==> src/rtl/kmeans_update_ctrl_if.sv <==
`default_nettype none
// ============================================================================
// Module      : kmeans_update_ctrl_if
// Description : Point-stream and distance-engine bus of the K-means iteration
//               controller.
// Revision    : 1.0 - initial release
// ============================================================================
interface kmeans_update_ctrl_if #(
    parameter int DW       = 8,
    parameter int CLUSTERS = 2,
    parameter int PARAMS   = 13
);
    localparam int c_kw = (CLUSTERS > 1) ? $clog2(CLUSTERS) : 1;

    logic [PARAMS*DW-1:0]          pt_data_i;
    logic                          pt_valid_i;
    logic                          pt_ready_o;
    logic                          km_enable_o;
    logic [PARAMS*DW-1:0]          km_data_o;
    logic                          km_data_valid_o;
    logic [CLUSTERS*PARAMS*DW-1:0] km_centroid_o;
    logic                          km_centroid_valid_o;
    logic [c_kw-1:0]               km_cluster_i;
    logic                          km_valid_i;

    // Controller side
    modport master (
        input  pt_data_i, pt_valid_i, km_cluster_i, km_valid_i,
        output pt_ready_o, km_enable_o, km_data_o, km_data_valid_o,
               km_centroid_o, km_centroid_valid_o
    );

    // Point source / distance engine side
    modport slave (
        output pt_data_i, pt_valid_i, km_cluster_i, km_valid_i,
        input  pt_ready_o, km_enable_o, km_data_o, km_data_valid_o,
               km_centroid_o, km_centroid_valid_o
    );
endinterface
`default_nettype wire

==> src/rtl/kmeans_update_ctrl.sv <==
`default_nettype none
// ============================================================================
// Module      : kmeans_update_ctrl
// Description : K-means epoch controller: streams points to the distance
//               engine, accumulates per-cluster sums and recomputes centroids.
// Revision    : 1.0 - initial release
// ============================================================================
module kmeans_update_ctrl #(
    parameter int DW         = 8,
    parameter int CLUSTERS   = 2,
    parameter int PARAMS     = 13,
    parameter int MAX_POINTS = 256,
    parameter int MAX_ITERS  = 16,
    localparam int c_cw      = $clog2(MAX_POINTS + 1),
    localparam int c_iw      = $clog2(MAX_ITERS + 1)
) (
    input  wire                           clk_i,
    input  wire                           reset_i,
    input  wire                           start_i,
    input  wire [c_cw-1:0]                num_points_i,
    input  wire [CLUSTERS*PARAMS*DW-1:0]  init_centroid_i,
    kmeans_update_ctrl_if.master          bus,
    output logic                          busy_o,
    output logic                          done_o,
    output logic                          converged_o,
    output logic [c_iw-1:0]               iter_o
);
    localparam int c_sw   = DW + $clog2(MAX_POINTS);
    localparam int c_ne   = CLUSTERS * PARAMS;
    localparam int c_ew   = (c_ne > 1) ? $clog2(c_ne) : 1;
    localparam int c_cxw  = (CLUSTERS > 1) ? $clog2(CLUSTERS) : 1;
    localparam int c_pxw  = (PARAMS > 1) ? $clog2(PARAMS) : 1;
    localparam int c_dcw  = $clog2(c_sw + 1);

    typedef enum logic [2:0] {
        S_IDLE   = 3'd0,
        S_LOAD   = 3'd1,
        S_FETCH  = 3'd2,
        S_ISSUE  = 3'd3,
        S_WAIT   = 3'd4,
        S_UPDATE = 3'd5,
        S_DONE   = 3'd6
    } state_t;

    state_t                r_state;
    logic [c_cw-1:0]       r_num_points;
    logic [c_cw-1:0]       r_pt_cnt;
    logic [c_cw-1:0]       r_count [CLUSTERS];
    logic [c_sw-1:0]       r_sum   [c_ne];
    logic [c_ne*DW-1:0]    r_cent;
    logic [c_ne*DW-1:0]    r_shadow;
    logic [PARAMS*DW-1:0]  r_km_data;
    logic [c_cxw-1:0]      r_c;
    logic [c_pxw-1:0]      r_p;
    logic                  r_changed;
    logic                  r_commit;
    logic                  r_div_active;
    logic [c_dcw-1:0]      r_div_cnt;
    logic [c_cw-1:0]       r_rem;
    logic [c_sw-1:0]       r_aq;
    logic                  r_pt_ready;
    logic                  r_km_enable;
    logic                  r_km_data_valid;
    logic                  r_cent_valid;
    logic                  r_busy;
    logic                  r_done;
    logic                  r_converged;
    logic [c_iw-1:0]       r_iter;

    logic [c_ew-1:0]       w_elem;
    logic [c_cw-1:0]       w_cnt;
    logic [DW-1:0]         w_old;
    logic [c_cw-1:0]       w_rem_in;
    logic [c_sw-1:0]       w_aq_in;
    logic [c_dcw-1:0]      w_step;
    logic [c_cw:0]         w_trial;
    logic                  w_ge;
    logic [c_cw-1:0]       w_rem_nx;
    logic [c_sw-1:0]       w_aq_nx;
    logic                  w_elem_done;
    logic                  w_elem_last;
    logic [DW-1:0]         w_new;
    logic [c_cw-1:0]       w_pt_cnt_nx;
    logic [c_iw-1:0]       w_iter_nx;

    // Restoring divider step: dividend and quotient share one shift register,
    // the first step of each element reads the sum directly so an element
    // with a nonzero count takes exactly c_sw cycles.
    always_comb begin
        w_elem      = c_ew'(r_c) * c_ew'(PARAMS) + c_ew'(r_p);
        w_cnt       = r_count[r_c];
        w_old       = r_cent[int'(w_elem)*DW +: DW];
        w_rem_in    = r_div_active ? r_rem : '0;
        w_aq_in     = r_div_active ? r_aq : r_sum[w_elem];
        w_step      = r_div_active ? r_div_cnt : '0;
        w_trial     = {w_rem_in, w_aq_in[c_sw-1]};
        w_ge        = (w_trial >= {1'b0, w_cnt});
        w_rem_nx    = w_ge ? c_cw'(w_trial - {1'b0, w_cnt}) : c_cw'(w_trial);
        w_aq_nx     = {w_aq_in[c_sw-2:0], w_ge};
        w_elem_done = (w_cnt == '0) || (w_step == c_dcw'(c_sw - 1));
        w_elem_last = (r_c == c_cxw'(CLUSTERS - 1)) && (r_p == c_pxw'(PARAMS - 1));
        w_new       = (w_cnt == '0) ? w_old : w_aq_nx[DW-1:0];
        w_pt_cnt_nx = r_pt_cnt + 1'b1;
        w_iter_nx   = r_iter + 1'b1;
    end

    always_ff @(posedge clk_i) begin
        if (reset_i) begin
            r_state         <= S_IDLE;
            r_num_points    <= '0;
            r_pt_cnt        <= '0;
            for (int c = 0; c < CLUSTERS; c++) r_count[c] <= '0;
            for (int e = 0; e < c_ne; e++)     r_sum[e]   <= '0;
            r_cent          <= '0;
            r_shadow        <= '0;
            r_km_data       <= '0;
            r_c             <= '0;
            r_p             <= '0;
            r_changed       <= 1'b0;
            r_commit        <= 1'b0;
            r_div_active    <= 1'b0;
            r_div_cnt       <= '0;
            r_rem           <= '0;
            r_aq            <= '0;
            r_pt_ready      <= 1'b0;
            r_km_enable     <= 1'b0;
            r_km_data_valid <= 1'b0;
            r_cent_valid    <= 1'b0;
            r_busy          <= 1'b0;
            r_done          <= 1'b0;
            r_converged     <= 1'b0;
            r_iter          <= '0;
        end else begin
            r_km_enable  <= 1'b0;
            r_cent_valid <= 1'b0;
            r_done       <= 1'b0;
            case (r_state)
                S_IDLE: begin
                    if (start_i) begin
                        r_num_points <= num_points_i;
                        r_cent       <= init_centroid_i;
                        r_cent_valid <= 1'b1;
                        r_iter       <= '0;
                        r_converged  <= 1'b0;
                        r_busy       <= 1'b1;
                        r_state      <= S_LOAD;
                    end
                end
                S_LOAD: begin
                    r_pt_cnt <= '0;
                    for (int c = 0; c < CLUSTERS; c++) r_count[c] <= '0;
                    for (int e = 0; e < c_ne; e++)     r_sum[e]   <= '0;
                    if (r_num_points == '0) begin
                        r_converged <= 1'b1;
                        r_done      <= 1'b1;
                        r_state     <= S_DONE;
                    end else begin
                        r_pt_ready  <= 1'b1;
                        r_state     <= S_FETCH;
                    end
                end
                S_FETCH: begin
                    if (bus.pt_valid_i) begin
                        r_km_data       <= bus.pt_data_i;
                        r_pt_ready      <= 1'b0;
                        r_km_enable     <= 1'b1;
                        r_km_data_valid <= 1'b1;
                        r_state         <= S_ISSUE;
                    end
                end
                S_ISSUE: r_state <= S_WAIT;
                S_WAIT: begin
                    if (bus.km_valid_i) begin
                        for (int p = 0; p < PARAMS; p++) begin
                            r_sum[int'(bus.km_cluster_i)*PARAMS + p] <=
                                r_sum[int'(bus.km_cluster_i)*PARAMS + p] +
                                c_sw'(r_km_data[p*DW +: DW]);
                        end
                        r_count[bus.km_cluster_i] <= r_count[bus.km_cluster_i] + 1'b1;
                        r_pt_cnt        <= w_pt_cnt_nx;
                        r_km_data_valid <= 1'b0;
                        if (w_pt_cnt_nx == r_num_points) begin
                            r_c          <= '0;
                            r_p          <= '0;
                            r_changed    <= 1'b0;
                            r_commit     <= 1'b0;
                            r_div_active <= 1'b0;
                            r_state      <= S_UPDATE;
                        end else begin
                            r_pt_ready   <= 1'b1;
                            r_state      <= S_FETCH;
                        end
                    end
                end
                S_UPDATE: begin
                    if (r_commit) begin
                        r_commit     <= 1'b0;
                        r_cent       <= r_shadow;
                        r_cent_valid <= 1'b1;
                        r_iter       <= w_iter_nx;
                        r_pt_cnt     <= '0;
                        for (int c = 0; c < CLUSTERS; c++) r_count[c] <= '0;
                        for (int e = 0; e < c_ne; e++)     r_sum[e]   <= '0;
                        if (!r_changed) begin
                            r_converged <= 1'b1;
                            r_done      <= 1'b1;
                            r_state     <= S_DONE;
                        end else if (w_iter_nx == c_iw'(MAX_ITERS)) begin
                            r_converged <= 1'b0;
                            r_done      <= 1'b1;
                            r_state     <= S_DONE;
                        end else begin
                            r_pt_ready  <= 1'b1;
                            r_state     <= S_FETCH;
                        end
                    end else if (w_elem_done) begin
                        r_shadow[int'(w_elem)*DW +: DW] <= w_new;
                        if (w_new != w_old) r_changed <= 1'b1;
                        r_div_active <= 1'b0;
                        if (w_elem_last) begin
                            r_commit <= 1'b1;
                        end else if (r_p == c_pxw'(PARAMS - 1)) begin
                            r_p <= '0;
                            r_c <= r_c + 1'b1;
                        end else begin
                            r_p <= r_p + 1'b1;
                        end
                    end else begin
                        r_div_active <= 1'b1;
                        r_div_cnt    <= w_step + 1'b1;
                        r_rem        <= w_rem_nx;
                        r_aq         <= w_aq_nx;
                    end
                end
                S_DONE: begin
                    r_busy  <= 1'b0;
                    r_state <= S_IDLE;
                end
                default: r_state <= S_IDLE;
            endcase
        end
    end

    assign bus.pt_ready_o          = r_pt_ready;
    assign bus.km_enable_o         = r_km_enable;
    assign bus.km_data_o           = r_km_data;
    assign bus.km_data_valid_o     = r_km_data_valid;
    assign bus.km_centroid_o       = r_cent;
    assign bus.km_centroid_valid_o = r_cent_valid;
    assign busy_o                  = r_busy;
    assign done_o                  = r_done;
    assign converged_o             = r_converged;
    assign iter_o                  = r_iter;
endmodule
`default_nettype wire

==> src/flat_wrapper.sv <==
// flat-port wrapper written by rule: the top's interface ports become plain ports
module kmeans_update_ctrl_flat 
#(
    parameter int DW         = 8,
    parameter int CLUSTERS   = 2,
    parameter int PARAMS     = 13,
    parameter int MAX_POINTS = 256,
    parameter int MAX_ITERS  = 16,
    localparam int c_cw      = $clog2(MAX_POINTS + 1),
    localparam int c_iw      = $clog2(MAX_ITERS + 1)
)
  (clk_i, reset_i, start_i, num_points_i, init_centroid_i, busy_o, done_o, converged_o, iter_o, bus_pt_data_i, bus_pt_valid_i, bus_km_cluster_i, bus_km_valid_i, bus_pt_ready_o, bus_km_enable_o, bus_km_data_o, bus_km_data_valid_o, bus_km_centroid_o, bus_km_centroid_valid_o);
  kmeans_update_ctrl_if #(.DW(DW), .CLUSTERS(CLUSTERS), .PARAMS(PARAMS)) bus_i ();
  input  wire clk_i;
  input  wire reset_i;
  input  wire start_i;
  input  wire [c_cw-1:0] num_points_i;
  input  wire [CLUSTERS*PARAMS*DW-1:0] init_centroid_i;
  output logic busy_o;
  output logic done_o;
  output logic converged_o;
  output logic [c_iw-1:0] iter_o;
  input wire logic [$bits(bus_i.pt_data_i)-1:0] bus_pt_data_i;
  input wire logic [$bits(bus_i.pt_valid_i)-1:0] bus_pt_valid_i;
  input wire logic [$bits(bus_i.km_cluster_i)-1:0] bus_km_cluster_i;
  input wire logic [$bits(bus_i.km_valid_i)-1:0] bus_km_valid_i;
  output wire logic [$bits(bus_i.pt_ready_o)-1:0] bus_pt_ready_o;
  output wire logic [$bits(bus_i.km_enable_o)-1:0] bus_km_enable_o;
  output wire logic [$bits(bus_i.km_data_o)-1:0] bus_km_data_o;
  output wire logic [$bits(bus_i.km_data_valid_o)-1:0] bus_km_data_valid_o;
  output wire logic [$bits(bus_i.km_centroid_o)-1:0] bus_km_centroid_o;
  output wire logic [$bits(bus_i.km_centroid_valid_o)-1:0] bus_km_centroid_valid_o;
  assign bus_i.pt_data_i = bus_pt_data_i;
  assign bus_i.pt_valid_i = bus_pt_valid_i;
  assign bus_i.km_cluster_i = bus_km_cluster_i;
  assign bus_i.km_valid_i = bus_km_valid_i;
  assign bus_pt_ready_o = bus_i.pt_ready_o;
  assign bus_km_enable_o = bus_i.km_enable_o;
  assign bus_km_data_o = bus_i.km_data_o;
  assign bus_km_data_valid_o = bus_i.km_data_valid_o;
  assign bus_km_centroid_o = bus_i.km_centroid_o;
  assign bus_km_centroid_valid_o = bus_i.km_centroid_valid_o;
  kmeans_update_ctrl #(.DW(DW), .CLUSTERS(CLUSTERS), .PARAMS(PARAMS), .MAX_POINTS(MAX_POINTS), .MAX_ITERS(MAX_ITERS)) u_core (.clk_i(clk_i), .reset_i(reset_i), .start_i(start_i), .num_points_i(num_points_i), .init_centroid_i(init_centroid_i), .bus(bus_i), .busy_o(busy_o), .done_o(done_o), .converged_o(converged_o), .iter_o(iter_o));
endmodule
==> config.mk <==
export PLATFORM = sky130hd
export DESIGN_NAME = kmeans_update_ctrl_flat
export DESIGN_NICKNAME = d
export VERILOG_FILES = /design/src/rtl/kmeans_update_ctrl_if.sv /design/src/rtl/kmeans_update_ctrl.sv /design/src/flat_wrapper.sv
export SDC_FILE = /design/constraint.sdc
export NUM_CORES = 2
export LEC_CHECK = 0
export BUFFER_PORTS_ARGS = -buffer_cell sky130_fd_sc_hd__buf_2
export CAP_MARGIN = 0
export CELL_PAD_IN_SITES_DETAIL_PLACEMENT = 0
export CELL_PAD_IN_SITES_GLOBAL_PLACEMENT = 2
export CORE_MARGIN = 5
export CORE_UTILIZATION = 35
export CTS_BUF_LIST = sky130_fd_sc_hd__clkbuf_8
export DETAILED_ROUTE_END_ITERATION = 10
export HOLD_SLACK_MARGIN = 0.12
export PLACE_DENSITY_LB_ADDON = 0.25
export SYNTH_ARGS = -nofsm -noshare
export SYNTH_HDL_FRONTEND = slang
export SYNTH_SLANG_ARGS = --single-unit
==> constraint.sdc <==
create_clock -name clk_i -period 23.9 [get_ports clk_i]
set_input_delay 4.78 -clock clk_i [delete_from_list [all_inputs] [get_ports clk_i]]
set_output_delay 4.78 -clock clk_i [all_outputs]
set_load 0.05 [all_outputs]
==> run summary <==
Clk slew on worst S/H paths -> 0.06 ns
Commonest cells after routing, fill and taps aside -> 1026 x nand2_1, 868 x nor2_1, 648 x buf_2
Synthesized area -> 53900 um^2
Die span in x -> 402 um
Average wire per standard cell -> 25.8 um
Die H -> 402 um
CTS buffer count -> 191
Final estimated routing congestion in global placement -> 0.849
Slew Limit Fails -> 40
Final instance area -> 62300 um^2
Tmin final -> 8.74 ns
First-pass GRT wire length -> 314 mm
Clk root buf -> clkbuf_8
Post-CTS Setup Inserts -> 0
Fin. Hold Viols -> 0
Max-cap violations -> 0
CTS H-tree lvls -> 4
GR Util All Layers -> 25.8%
Setup TNS -> 0 ns
Mean post-synth cell area -> 9.38 um^2
Register area -> 24900 um^2
Mapped Nets -> 6211
Post-synthesis register bit count -> 1026
RSZ-0062 raised after global routing -> no
Cell Int Power -> 3700 uW
Max-slew headroom -> -2.63%
CP top delay family -> compound AO/OA/AOI/OAI gates
Number of synthesized flops with an enable pin -> 434
Sequential power share -> 40.9%
Initial antenna violation count -> 12
Failing checks -> slew limit
Synth warn -> 0
CP peak stage delay -> 0.68 ns
Largest net degree at the start of global routing -> 200
Max clock buf depth -> 3
Psw -> 2660 uW
Commonest non-fill, non-tap cell in the layout -> nand2_1
CP Max Fanout -> 110
Via count -> 46055
Gr ovfl total -> 0
Unique cell type count in the Yosys netlist -> 90
CP Class -> input port to flop
Final ANT Viol Nets -> 0
Hold WC Path Type -> flop to flop
Status -> finished with violations
Worst-margin pin slew -> 1.54 ns
Drt via density -> 5.45
Ys async rst share -> 0%
Routed wire length -> 218 mm
# DRC -> 0
Setup violators final -> 0
Clock Skew -> 0.0540 ns
Worst r2r src -> u_core.r_c$_SDFFE_PP0P_
Worst skew pair latency -> 0.94 ns
WP data required -> 24.54 ns
Core area -> 154000 um^2
Switch share -> 41.8%
Share of the synthesized area in the top cell type -> 24.2%
Yosys top cell by area -> edfxtp_1
Synth top area cells -> edfxtp_1 24%, dfxtp_1 22%, nand2_1 7.2%
Worst EP arrival -> 9.38 ns
Most used DFF post-synth -> dfxtp_1
Clk pwr share -> 26.7%
CP startpoint -> bus_km_cluster_i
P_leak -> 0.0239 uW
Final nets -> 6723
Post-CTS Resized -> 0
P per Cell Area -> 102 nW/um^2
Critical Path Start Type -> input port
Top Ports -> 651
Drt pass-1 iters -> 8
Port Buf Inserts -> 650
Crit. End Element -> flop
Fill count -> 15719
# hold bufs at CTS -> 0
Die area -> 162000 um^2
Layout cells sized above 1 -> 20.2%
Fin crit share -> 36.6%
DPL Wire Length -> 155 mm
Cell Chain, Critical Path -> buf_8, buf_4, mux2_2, ha_1, inv_1, fa_1, nor2b_1, o21ai_0, a21boi_0, o21ai_0, a21boi_0, o21ai_0, a21oi_1, xor2_1, nor2_1
1st-iter DRT viols -> 3749
Register area share after synthesis -> 46.2%
Multi-input gate area -> 26900 um^2
Comb pwr share -> 32.5%
Placed Area -> 58600 um^2
Gate Count Post-Synth -> 5741
Overall power -> 6360 uW
Min-delay src -> u_core.r_shadow[102]$_SDFFE_PP0P_
Most numerous cell on the critical path -> o21ai_0
Vias in the first global route -> 44900
Initial core utilization -> 35.1%
CP bufs+invs -> 3
R2r setup slk -> 17.15 ns
Clock sinks -> 1026
Worst-path cell with the longest stage delay -> buf_4
CTS tree -> done
VDD IR-drop max -> 0.0467 mV
Site Rows -> 144
Area Growth Syn to Fin -> 15.7%
F_max -> 0.114 GHz
-- cell families (layout without fill, tap and decap cells) --
kind of cell	Yosys count	in the layout	synth area share, %
compound gates	1013	1013	12.3
xor+xnor	278	278	4.58
fa+ha+maj	143	143	3.52
buf+inv	512	1177	4.21
flops	1026	1026	46.2
mux	382	382	10.8
other cells	0	5	0
simple gates	2387	2387	18.4
-- final timing paths --
path                                                     end  cells past startpoint
setup reg to reg             u_core.r_shadow[8]$_SDFFE_PP0P_                     22
setup / recovery          u_core.r_sum[25][10]$_SDFFCE_PN0P_                     15
hold / removal    u_core.bus.km_centroid_o[102]$_SDFFE_PP0P_                      2
hold reg to reg   u_core.bus.km_centroid_o[102]$_SDFFE_PP0P_                      2
-- layout make-up --
cell class / instances / area share, %
timing repair buffer: 713 / 6.11
sequential: 1026 / 39.9
tap: 2044 / 4.10
inverter: 118 / 0.711
multi-input combinational: 4203 / 43.1
clock buffer: 223 / 4.92
clock inverter: 123 / 1.07
antenna: 5 / 0.0201
-- worst register-to-register path, cell delays in order, from the launching register on --
cell and delay [ns]:
dfxtp_1 0.38, ha_4 0.39, buf_4 0.54, buf_4 0.62, buf_4 0.78, mux4_2 0.42, nand2_1 0.12, nand3_1 0.14
a21oi_1 0.08, nor3_1 0.19, a21oi_1 0.10, ha_1 0.28, fa_1 0.44, nor2b_1 0.17, o21ai_0 0.13, a21oi_1 0.18
o21ai_0 0.13, and2_1 0.38, mux2i_2 0.22, buf_4 0.33, and2b_1 0.42, nand2_1 0.10, a21oi_1 0.14
-- synth_stat cells, types with 7 or more instances --
cell      count
a22oi_1       8
nor2_2        7
mux4_2      142
o311a_1       9
nor4_1        8
o31ai_1       7
a311oi_1    212
a21boi_0     18
xnor2_1     175
nor2_1      870
o21ai_0     111
buf_1        20
a32oi_1       7
nand2_1    1033
inv_1       115
and2_1       48
o211ai_1      7
edfxtp_1    434
o21a_1       14
dfxtp_1     592
or3_1        54
nand2b_1     13
clkbuf_1    288
buf_4        18
o21bai_1     23
nor3_1      104
a32o_1        7
a21o_1       34
fa_1         14
mux2_2      124
nand3_1     140
ha_1        129
o221ai_1     10
xor2_1       99
mux2i_1     110
and3_1       33
buf_6        21
buf_2        40
a211oi_1     55
a21oi_1     426
a31oi_1      21
nand4_1      21
nor2b_1      28
-- layer usage --
metal	track usage, %	up-vias	wire [um]	share of wire, %
li1	-	21390	-	-
met1	33.9	22715	92700	43
met2	43.2	1626	104000	48
met3	4.50	320	13700	6.3
met4	8.75	4	7600	3.5
met5	0	-	26	0.012
-- registers in the layout (all words and copies together), names as in the netlist, 16 cells and up, named ones only --
name / count
u_core.r_sum: 416
u_core.bus.km_data_o: 104
u_core.r_shadow: 208
u_core.r_aq: 16
u_core.bus.km_centroid_o: 208
u_core.r_count: 18
-- metrics by stage --
stage,worst slack [ns],util [%],instances,hold slack [ns]
2_1_floorplan,12.83,-,5741,0.432
3_3_place_gp,14.25,38.2,8104,0.441
3_5_place_dp,14.30,38.2,8104,0.447
4_1_cts,15.28,40.6,8450,0.437
5_1_grt,15.04,40.6,8452,0.452
6_report,15.16,40.6,8455,0.455
-- power by group through the flow --
stage               clock network (uW)  logic (uW)  registers, uW
detailed placement                   0        2070           2630
finish                            1690        2060           2600
global placement                     0        2060           2620
CTS                               1740        2080           2590
global route                      1810        2210           2630
floorplan                            0        1000           2950
(Power assumes the default switching activity.)
